$ cat config.mk
export PLATFORM = sky130hd
export DESIGN_NAME = key_irq_controller
export DESIGN_NICKNAME = d
export VERILOG_FILES = /design/src/rtl/key_irq_controller.sv
export SDC_FILE = /design/constraint.sdc
export NUM_CORES = 1
export LEC_CHECK = 0
export BUFFER_PORTS_ARGS = -buffer_cell sky130_fd_sc_hd__buf_2
export CAP_MARGIN = 5
export CORE_MARGIN = 2
export CORE_UTILIZATION = 48
export CTS_CLUSTER_DIAMETER = 150
export DETAILED_ROUTE_END_ITERATION = 8
export GPL_TIMING_DRIVEN = 0
export PLACE_DENSITY = 0.73
export SLEW_MARGIN = 20
export SYNTH_ARGS = -nofsm -noshare
export SYNTH_HDL_FRONTEND = slang
export SYNTH_SLANG_ARGS = --single-unit
$ cat constraint.sdc
create_clock -name clk_sys -period 1.21 [get_ports clk_sys]
set_input_delay 0.0605 -clock clk_sys [delete_from_list [all_inputs] [get_ports clk_sys]]
set_output_delay 0.0605 -clock clk_sys [all_outputs]
set_load 0.01 [all_outputs]
$ cat src/rtl/key_irq_controller.sv
// Key input conditioning: 2-flop synchroniser, per-key clock-enabled debounce,
// press-edge interrupt latch with acknowledge, and the active-low key register read port.
module key_irq_controller #(
    parameter int NUM_KEYS       = 8,
    parameter int DEBOUNCE_TICKS = 4,
    parameter int CNT_W          = 4
) (
    input  logic                clk_sys,
    input  logic                reset_n,
    input  logic                clk_ce,
    input  logic [NUM_KEYS-1:0] keys_active,
    input  logic [23:0]         bus_address_in,
    input  logic [NUM_KEYS-1:0] irq_ack,
    output logic [7:0]          bus_data_out,
    output logic [NUM_KEYS-1:0] irq_req,
    output logic [NUM_KEYS-1:0] keys_stable
);

    localparam logic [23:0]      KEY_REG_ADDR = 24'h002052;
    localparam logic [CNT_W-1:0] CNT_LAST     = CNT_W'(DEBOUNCE_TICKS - 1);

    logic [NUM_KEYS-1:0] sync_q1;
    logic [NUM_KEYS-1:0] sync_q2;
    logic [NUM_KEYS-1:0] stable_q;
    logic [NUM_KEYS-1:0] stable_d;
    logic [NUM_KEYS-1:0] pending_q;
    logic [NUM_KEYS-1:0] press;
    logic [CNT_W-1:0]    cnt_q [NUM_KEYS];
    logic [CNT_W-1:0]    cnt_d [NUM_KEYS];
    logic [7:0]          reg_val;

    // A changed level must be seen on DEBOUNCE_TICKS consecutive enabled ticks.
    always_comb begin
        // NOTE: every always_comb output gets a default first so no path can infer a latch.
        stable_d = stable_q;
        cnt_d    = cnt_q;
        if (clk_ce) begin
            for (int i = 0; i < NUM_KEYS; i++) begin
                if (sync_q2[i] == stable_q[i]) begin
                    cnt_d[i] = '0;
                end else if (cnt_q[i] == CNT_LAST) begin
                    stable_d[i] = sync_q2[i];
                    cnt_d[i]    = '0;
                end else begin
                    cnt_d[i] = cnt_q[i] + 1'b1;
                end
            end
        end
    end

    assign press = stable_d & ~stable_q;

    always_ff @(posedge clk_sys or negedge reset_n) begin
        if (!reset_n) begin
            sync_q1   <= '0;
            sync_q2   <= '0;
            stable_q  <= '0;
            pending_q <= '0;
            for (int i = 0; i < NUM_KEYS; i++) begin
                cnt_q[i] <= '0;
            end
        end else begin
            // NOTE: non-blocking assignments keep the two sync stages a true 2-flop chain.
            sync_q1   <= keys_active;
            sync_q2   <= sync_q1;
            stable_q  <= stable_d;
            cnt_q     <= cnt_d;
            // A press on the same edge as its ack wins, so no event is lost.
            pending_q <= (pending_q & ~irq_ack) | press;
        end
    end

    assign irq_req     = pending_q;
    assign keys_stable = stable_q;

    // Register is active-low; unused upper bits read as 1.
    always_comb begin
        reg_val                 = '1;
        reg_val[NUM_KEYS-1:0]   = ~stable_q;
        bus_data_out            = (bus_address_in == KEY_REG_ADDR) ? reg_val : 8'h00;
    end

endmodule

==> flow_metrics.env <==
export IMPL_status="complete, but fails checks"
export IMPL_violations="negative setup slack"
export IMPL_ioPinCount=67
export IMPL_r2r_start="cnt_q[13]"
export IMPL_grt_usage_pct=22.0
export IMPL_crit_slowest_cell="dfrtp_1"
export IMPL_final_common_cell="buf_2"
export IMPL_wl_um=7260
export IMPL_period_share_pct=108
export IMPL_grt_max_degree=57
export IMPL_relSlewSlack_pct=67.6
export IMPL_crit_family="flip-flops"
export IMPL_endpoint="keys_stable[4]"
export IMPL_internal_power_uw=5150
export IMPL_htreeDepth=3
export IMPL_gp_congestion=0.742
export IMPL_clkSinkCount=64
export IMPL_layout_drive_gt1_share_pct=50.4
export IMPL_hold_class="in -> async"
export IMPL_setup_tns_ns=-0.525
export IMPL_die_h_um=82.6
export IMPL_crit_start="cnt_q[13]"
export IMPL_wl_per_cell_um=16.0
export IMPL_ys_warnings_count=0
export IMPL_synth_yosys_seq_area_share_pct=54.0
export IMPL_path_class="reg -> reg"
export IMPL_num_rows=28
export IMPL_core_area_mm2=0.00596
export IMPL_clock_power_share_pct=20.7
export IMPL_cts_tree="built"
export IMPL_drc=0
export IMPL_finalWorstSetupSlack_ns=-0.0953
export IMPL_finish_utilization_pct=74.5
export IMPL_p_leak_uw=0.00208
export IMPL_vias_per_cell=5.51
export IMPL_area_growth_pct=49.5
export IMPL_rr_worst_depth=4
export IMPL_syn_nets=295
export IMPL_antenna_found_initial=0
export IMPL_drv_slew=0
export IMPL_whs_ns=0.0876
export IMPL_critical_path_depth=4
export IMPL_vias=2501
export IMPL_drtAntennaViolNets=0
export IMPL_pwr_share_seq_pct=41.7
export IMPL_drtPass1Iterations=4
export IMPL_async_reset_ff_share_pct=100
export IMPL_cp_cell_sequence="ha_2, nor3b_4, nand2_2, mux2_4"
export IMPL_num_antenna_cells=0
export IMPL_vdd_drop_max_v=0.00124
export IMPL_drt_initial_drc_count=103
export IMPL_post_route_min_period_ns=1.31
export IMPL_io_buffers=66
export IMPL_dp_hpwl_um=4000
export IMPL_die_width_um=82.6
export IMPL_rrSetupSlack_ns=-0.1
export IMPL_max_stage_delay_ns=0.37
export IMPL_cp_data_required_time_ns=1.45
export IMPL_comb_power_share_pct=37.6
export IMPL_swShare_pct=33.3
export IMPL_cp_start_kind="flop"
export IMPL_initial_utilization_pct=49.8
export IMPL_design_power_total_uw=7720
export IMPL_synth_area_mm2=0.00297
export IMPL_path_buf_inv=0
export IMPL_finalHoldViolCount=0
export IMPL_layout_common_cells="buf_2 (61), dfrtp_1 (58), buf_4 (34)"
export IMPL_insertion_delay_ns=0.35
export IMPL_cts_buffers=9
export IMPL_crit_fanout=3
export IMPL_worst_pin_slew_ns=0.486
export IMPL_clock_root_buffer="clkbuf_8"
export IMPL_cts_max_path_buffers=2
export IMPL_syn_inst=244
export IMPL_post_place_ws_ns=-0.126
export IMPL_grt_first_pass_wirelength_um=11200
export IMPL_finalSetupViolations=11
export IMPL_r2r_end="keys_stable[4]"
export IMPL_skew_ns=0.00655
export IMPL_fmax_mhz=766
export IMPL_syn_avg_cell_area_um2=12.2
export IMPL_power_density_mw_per_mm2=1740
export IMPL_synth_seq_cells=64
export IMPL_endpoint_kind="flop"
export IMPL_path_clk_slew_ns=0.07
export IMPL_critPathArrivalTime_ns=1.54
export IMPL_dieArea_mm2=0.00682
export IMPL_first_global_vias=2428
export IMPL_synthFlopType="dfrtp_1"
export IMPL_grt_setup_unrepaired="yes"
export IMPL_switching_power_uw=2580
export IMPL_final_nets=425
export IMPL_synth_edf_count=0
export IMPL_gr_total_overflow=0
export IMPL_maxCapViolations=0
export IMPL_yosysUniqueCellTypes=33
-- metrics by stage --
stage,cells,cell area [um2]
global route,454,4430
global placement,385,3430
CTS,439,4140
floorplan,244,3010
detailed placement,386,3460
finish,454,4430
-- power groups by stage --
stage / Combinational (uW) / Sequential, uW / Clock (uW)
floorplan: 1200 / 3150 / 0
global placement: 1690 / 3150 / 0
detailed placement: 1750 / 3170 / 0
CTS: 2430 / 3130 / 1640
global route: 3210 / 3300 / 1730
finish: 2900 / 3220 / 1600
-- repair_timing --
| item | CTS | global route |
|---|---|---|
| endpoints found under the hold margin | 80 | 0 |
| resized for setup | 37 | 32 |
| pin swaps | 14 | 20 |
| buffers inserted | 20 | 15 |
| hold buffers | 17 | 0 |
| endpoints found under the setup margin | 35 | 32 |
-- registers in the layout (all words and copies together), names as in the netlist --
signal,flops
cnt_q,32
irq_req,8
keys_stable,8
sync_q1,8
sync_q2,8
-- kinds of logic after synthesis --
logic type      synth area share (%)
simple gates                    17.8
xor+xnor                        3.54
flops                           54.0
compound gates                  13.2
mux                             4.56
buf+inv                         3.42
fa+ha+maj                       3.38
-- synth_stat cells, drive strengths merged, types with 6 or more instances --
master	count	area [um2]
nor4	6	50.0
ha	8	100
o2bb2ai	16	140
nor3b	8	60.1
inv	13	48.8
nor3	12	60.1
buf	6	48.8
nand2	13	48.8
nand3b	8	60.1
dfrtp	64	1600
o21ai	16	80.1
xnor2	8	70.1
mux2	12	135
-- layout make-up --
cell class	instances	area [um2]
multi-input combinational	160	1610
sequential	64	1610
fill	396	1520
timing repair buffer	119	853
clock buffer	12	145
tap	75	93.8
buffer	7	52.6
inverter	13	48.8
clock inverter	4	20.0
-- routing by layer --
| layer | share of wire [%] | vias to the layer above | routed length, um | track usage (%) |
|---|---|---|---|---|
| met3 | 3.5 | 7 | 253 | 6.30 |
| met5 | 0 | - | 0 | 0 |
| li1 | - | 1185 | - | - |
| met2 | 54 | 37 | 3940 | 39.5 |
| met1 | 41 | 1272 | 3000 | 25.9 |
| met4 | 0.84 | 0 | 61 | 5.41 |
-- how the worst min path moves through the flow --
stage / from / endpoint / slack (ns) / cells after the start
2_1_floorplan: reset_n / cnt_q[0] / -0.24 / 0
3_3_place_gp: keys_active[3] / sync_q1[3] / 0.17 / 1
3_5_place_dp: reset_n / irq_req[2] / -0.1 / 1
4_1_cts: reset_n / cnt_q[11] / 0.07 / 2
5_1_grt: reset_n / cnt_q[11] / 0.10 / 2
6_report: reset_n / irq_req[2] / 0.09 / 2
Power figures use the tool's default switching activity.
